`src/rtl/game_director.sv`:
```
// Frame-synchronous game sequencer: TITLE/PLAY/OVER control, per-frame camera scroll
// requests, saturating score/camera, high score and difficulty latched at game start.
module game_director #(
    parameter int SCREEN_H        = 600,
    parameter int DEATH_MARGIN    = 8,
    parameter int SCROLL_LINE     = 200,
    parameter int SCROLL_MAX_STEP = 8,
    parameter int CAM_W           = 16,
    parameter int SCORE_W         = 20,
    parameter int OVER_FRAMES     = 120
) (
    input  logic               clk_i,
    input  logic               rst_i,
    input  logic               frame_tick_i,
    input  logic               start_i,
    input  logic [1:0]         mode_i,
    input  logic [9:0]         doodle_y_i,
    input  logic               doodle_falling_i,
    output logic [1:0]         state_o,
    output logic               play_en_o,
    output logic               doodle_rst_o,
    output logic               scroll_valid_o,
    output logic [3:0]         scroll_dy_o,
    output logic [CAM_W-1:0]   camera_o,
    output logic [SCORE_W-1:0] score_o,
    output logic [SCORE_W-1:0] high_score_o,
    output logic               game_over_o
);

    typedef enum logic [1:0] {
        S_TITLE = 2'd0,
        S_PLAY  = 2'd1,
        S_OVER  = 2'd2
    } state_e;

    localparam int              OCW      = $clog2(OVER_FRAMES + 1);
    localparam logic [10:0]     DEATH_Y  = 11'(SCREEN_H - DEATH_MARGIN);
    localparam logic [10:0]     SCROLL_Y = 11'(SCROLL_LINE);
    localparam logic [10:0]     MAX_STEP = 11'(SCROLL_MAX_STEP);
    localparam logic [3:0]      MAX_DY   = 4'(SCROLL_MAX_STEP);
    localparam logic [OCW-1:0]  OVER_MAX = OCW'(OVER_FRAMES);

    state_e             state_q;
    logic               start_q;
    logic [1:0]         mode_q;
    logic [OCW-1:0]     over_cnt_q;
    logic               scroll_valid_q;
    logic [3:0]         scroll_dy_q;
    logic [CAM_W-1:0]   camera_q, camera_d;
    logic [SCORE_W-1:0] score_q, score_d;
    logic [SCORE_W-1:0] high_score_q;

    logic [10:0]        y_ext, diff;
    logic               died, want_scroll, start_edge, can_start;
    logic [3:0]         dy;
    logic [2:0]         mult_f;
    logic [6:0]         gain;
    logic [SCORE_W:0]   score_sum;
    logic [CAM_W:0]     cam_sum;

    // y is widened so values at or beyond SCREEN_H compare as fallen instead of wrapping
    assign y_ext       = {1'b0, doodle_y_i};
    assign died        = doodle_falling_i && (y_ext >= DEATH_Y);
    assign want_scroll = y_ext < SCROLL_Y;
    assign diff        = SCROLL_Y - y_ext;
    assign dy          = (diff > MAX_STEP) ? MAX_DY : diff[3:0];

    assign mult_f    = {1'b0, mode_q} + 3'd1;
    assign gain      = {3'b000, dy} * {4'b0000, mult_f};
    assign score_sum = {1'b0, score_q} + (SCORE_W+1)'(gain);
    assign cam_sum   = {1'b0, camera_q} + (CAM_W+1)'(dy);
    assign score_d   = score_sum[SCORE_W] ? '1 : score_sum[SCORE_W-1:0];
    assign camera_d  = cam_sum[CAM_W] ? '1 : cam_sum[CAM_W-1:0];

    assign start_edge = start_i & ~start_q;
    assign can_start  = start_edge &&
                        ((state_q == S_TITLE) || (state_q == S_OVER && over_cnt_q == OVER_MAX));

    // The re-init pulse coincides with the accepted start edge so world blocks restart
    // in the same cycle the mode is latched; it is masked while reset is asserted.
    assign doodle_rst_o = can_start && !rst_i;

    always_ff @(posedge clk_i) begin
        if (rst_i) begin
            state_q        <= S_TITLE;
            start_q        <= 1'b0;
            mode_q         <= 2'd0;
            over_cnt_q     <= '0;
            scroll_valid_q <= 1'b0;
            scroll_dy_q    <= 4'd0;
            camera_q       <= '0;
            score_q        <= '0;
            high_score_q   <= '0;
        end else begin
            start_q        <= start_i;
            scroll_valid_q <= 1'b0;
            scroll_dy_q    <= 4'd0;
            case (state_q)
                S_TITLE: begin
                    if (can_start) begin
                        state_q  <= S_PLAY;
                        mode_q   <= mode_i;
                        camera_q <= '0;
                        score_q  <= '0;
                    end
                end
                S_PLAY: begin
                    if (frame_tick_i) begin
                        if (died) begin
                            state_q    <= S_OVER;
                            over_cnt_q <= '0;
                            if (score_q > high_score_q)
                                high_score_q <= score_q;
                        end else if (want_scroll) begin
                            scroll_valid_q <= 1'b1;
                            scroll_dy_q    <= dy;
                            camera_q       <= camera_d;
                            score_q        <= score_d;
                        end
                    end
                end
                S_OVER: begin
                    if (can_start) begin
                        state_q  <= S_PLAY;
                        mode_q   <= mode_i;
                        camera_q <= '0;
                        score_q  <= '0;
                    end else if (frame_tick_i && over_cnt_q != OVER_MAX) begin
                        over_cnt_q <= over_cnt_q + OCW'(1);
                    end
                end
                default: state_q <= S_TITLE;
            endcase
        end
    end

    assign state_o        = state_q;
    assign play_en_o      = (state_q == S_PLAY);
    assign game_over_o    = (state_q == S_OVER);
    assign scroll_valid_o = scroll_valid_q;
    assign scroll_dy_o    = scroll_dy_q;
    assign camera_o       = camera_q;
    assign score_o        = score_q;
    assign high_score_o   = high_score_q;

endmodule

```
`config.mk`:
```
export PLATFORM = sky130hd
export DESIGN_NAME = game_director
export DESIGN_NICKNAME = d
export VERILOG_FILES = /design/src/rtl/game_director.sv
export SDC_FILE = /design/constraint.sdc
export NUM_CORES = 1
export LEC_CHECK = 0
export BUFFER_PORTS_ARGS = -buffer_cell sky130_fd_sc_hd__buf_4
export CAP_MARGIN = 0
export CORE_MARGIN = 2
export CORE_UTILIZATION = 35
export CTS_CLUSTER_SIZE = 25
export DETAILED_ROUTE_END_ITERATION = 12
export PLACE_DENSITY = 0.63
export SLEW_MARGIN = 10
export SYNTH_ARGS = -nofsm -noshare
export SYNTH_HDL_FRONTEND = slang
export SYNTH_SLANG_ARGS = --single-unit
```
`constraint.sdc`:
```
create_clock -name clk_i -period 5.2 [get_ports clk_i]
set_input_delay 0.26 -clock clk_i [delete_from_list [all_inputs] [get_ports clk_i]]
set_output_delay 0.26 -clock clk_i [all_outputs]
set_load 0.01 [all_outputs]
```
==> out/metrics.cfg <==
[critical_path]
slowest_delay_ps=530
crit_family=adder cells
cp_num_buf_inv=5
worstPathMaxFanout=11
end_kind=flip-flop
cp.depth=21
worst-setup-path-type=input pin to flip-flop
crit_path_start_kind=input pin
required_ps=5480
arrival_ps=4970
r2r_cells=14
cp_slowest_cell=fa_1
crit_chain=buf_4, inv_1, ha_1, nand2b_1, a211o_1, a21o_1, a211oi_4, and2_1, nand2_1, fa_1, inv_1, fa_1, inv_1, fa_1, nor2b_1, o31ai_1, a21oi_1, buf_4, nor4bb_1, o21ai_0, nand2_1

[sta]
worst_slew_pin_slew_ps=915
hold_ws_ps=148
finalCritPeriodShare_pct=90.2
slew-limit-headroom_pct=38.8
rsz0062_at_grt=no
tns_ps=0
finClkSkew_ps=7.54
period_needed_ps=4690
final-setup-viol-count=0
slew_viol_final=0
max_freq_mhz=213
final-hold-violation-count=0

[grt]
grt_usage_pct=16.8
grt_max_degree=41
antenna_found_initial=0
gr-total-overflow=0
grt_first_pass_wirelength_mm=19.5
grt_pass1_vias=4053

[drt]
postRouteAntennaNets=0
route.vias.total=4285
vias_per_cell=5.31
drcViolationCount=0
dr.pass1.iters=5
wl_per_cell_um=14.6
drt_wl_total_mm=11.8
drt_iter0_drc=246

[synthesis]
yosys.area.top_type=dfxtp_1
avgSynthCellArea_sq_um=8.45
yosysUniqueCellTypes=67
synth_area_leaders=dfxtp_1 31%, ha_1 10%, o21ai_0 5.9%, nand2_1 4.5%, a22o_1 4.5%
yosysMostFrequentCell=dfxtp_1
yosysSeqAreaShare_pct=31.4
async_flop_share_pct=0
ys_dominant_reg_cell=dfxtp_1
synth_edf_count=0
synthDominantCellAreaShare_pct=31.4
ys_seq_elements=73
synth_fp_nets=614
synth_area_sq_um=4650
yosysWarnings=0
synth_common_cells=73 x dfxtp_1, 56 x nand2_1, 55 x o21ai_0, 52 x inv_1, 39 x ha_1
syn-instance-count=550

[layout]
diodes=0
drive_gt1_share_pct=19.3
areaGrowthSynthToFinish_pct=24.8
n_fill_cell=1281
multi_input_area_sq_um=2880
ff_latch_area_sq_um=1460
fin_nets=690

[clock_network]
clockRootBuffer=clkbuf_16
cts_sinks=73
path_clk_slew_ps=60
hold_buffers=0
cts_tree=done
clockBufferDepth=2
post_cts_buffers=0
post_cts_resized=0
cts_inserted_buffers=9
cts-htree-levels=3
clk_latency_ps=340

[placement]
gp_congestion=0.860
port_buffers=82
hpwl_mm=9.01

[hold_path]
hp-class=input pin to flip-flop
whs_path_depth=2

[floorplanning]
fp.dieW_um=119
fp.coreArea_sq_um=13100
io-pin-count=83
die-area_sq_um=14200
die_h_um=119
start_util_pct=35.5
num_rows=42

[power]
p_leak_nw=2.53
p_per_area_nw_per_um2=261
vdd_drop_max_mv=0.128

[run]
maxCapViolCount=0

[status]
status=finished clean

-- metrics by stage --
step                util, %  power, mW  worst slack (ps)  area [sq um]  std cells
detailed placement     41.2      0.665               178          5390        791
global route           44.3       1.56              40.2          5800        807
global placement       41.2      0.662               411          5390        791
CTS                    44.3       1.53               504          5800        807
finish                 44.3       1.52               509          5800        807
floorplan                 -      0.636               766          4650        550
-- worst register-to-register path, cell delays in order (launching register included) --
cell and delay (ps):
dfxtp_1 430, ha_1 300, and2_1 170, fa_1 500, inv_1 50, fa_1 500, inv_1 40, ha_1 330
o21ai_0 130, o21ai_0 530, nand3_1 170, nor2_1 290, buf_4 210, o21ai_0 90, o21ai_0 110
-- metal layers --
layer	wire, um	track usage (%)
met3	779	4.65
met4	203	5.43
met1	5390	21.4
met2	5430	27.5
met5	0	0
-- kinds of logic after synthesis --
kind of cell	share of synthesized area (%)
muxes	1.08
buffers and inverters	6.73
adders and majority gates	13.9
DFF	31.4
and+or+nand+nor	18.7
xor gates and xnor gates	2.26
AOI/OAI and AO/OA	25.9
-- layout by cell type, fill, tap and decap left out, types with 11 or more instances in the layout --
cell     synthesis  final
o21ai_0         55     55
nor2_1          30     30
a21oi_1         33     33
a22o_1          24     24
nand3_1         19     19
and3_1          11     11
ha_1            39     39
buf_4            1     84
dfxtp_1         73     73
nand2_1         56     56
inv_1           52     52
-- layout make-up --
type / instances / area share [%]
inverters: 53 / 3.43
repair buffers: 84 / 10.9
multi-input cells: 405 / 49.6
well taps: 176 / 3.80
clock buffers: 9 / 3.88
flip-flops and latches: 73 / 25.2
clock inverters: 7 / 3.26
-- power by group --
part | switching, mW | internal [mW] | total, mW
logic | 0.0532 | 0.0344 | 0.0876
registers | 0.00307 | 0.562 | 0.565
clock network | 0.246 | 0.616 | 0.863
total | 0.303 | 1.21 | 1.52
-- sequential cells by signal (all words and copies together) (netlist names) --
register	count
score_o	20
scroll_dy_o	4
over_cnt_q	7
scroll_valid_o	1
start_q	1
mode_q	2
high_score_o	20
state_o	2
camera_o	16
-- final timing paths --
| check | from | to | slack, ps |
|---|---|---|---|
| max reg2reg | mode_q[0] | score_o[3] | 1270 |
| min reg2reg | camera_o[0] | camera_o[0] | 470 |
| max | doodle_y_i[0] | score_o[11] | 510 |
| min | start_i | start_q | 150 |
Power figures use the tool's default switching activity.
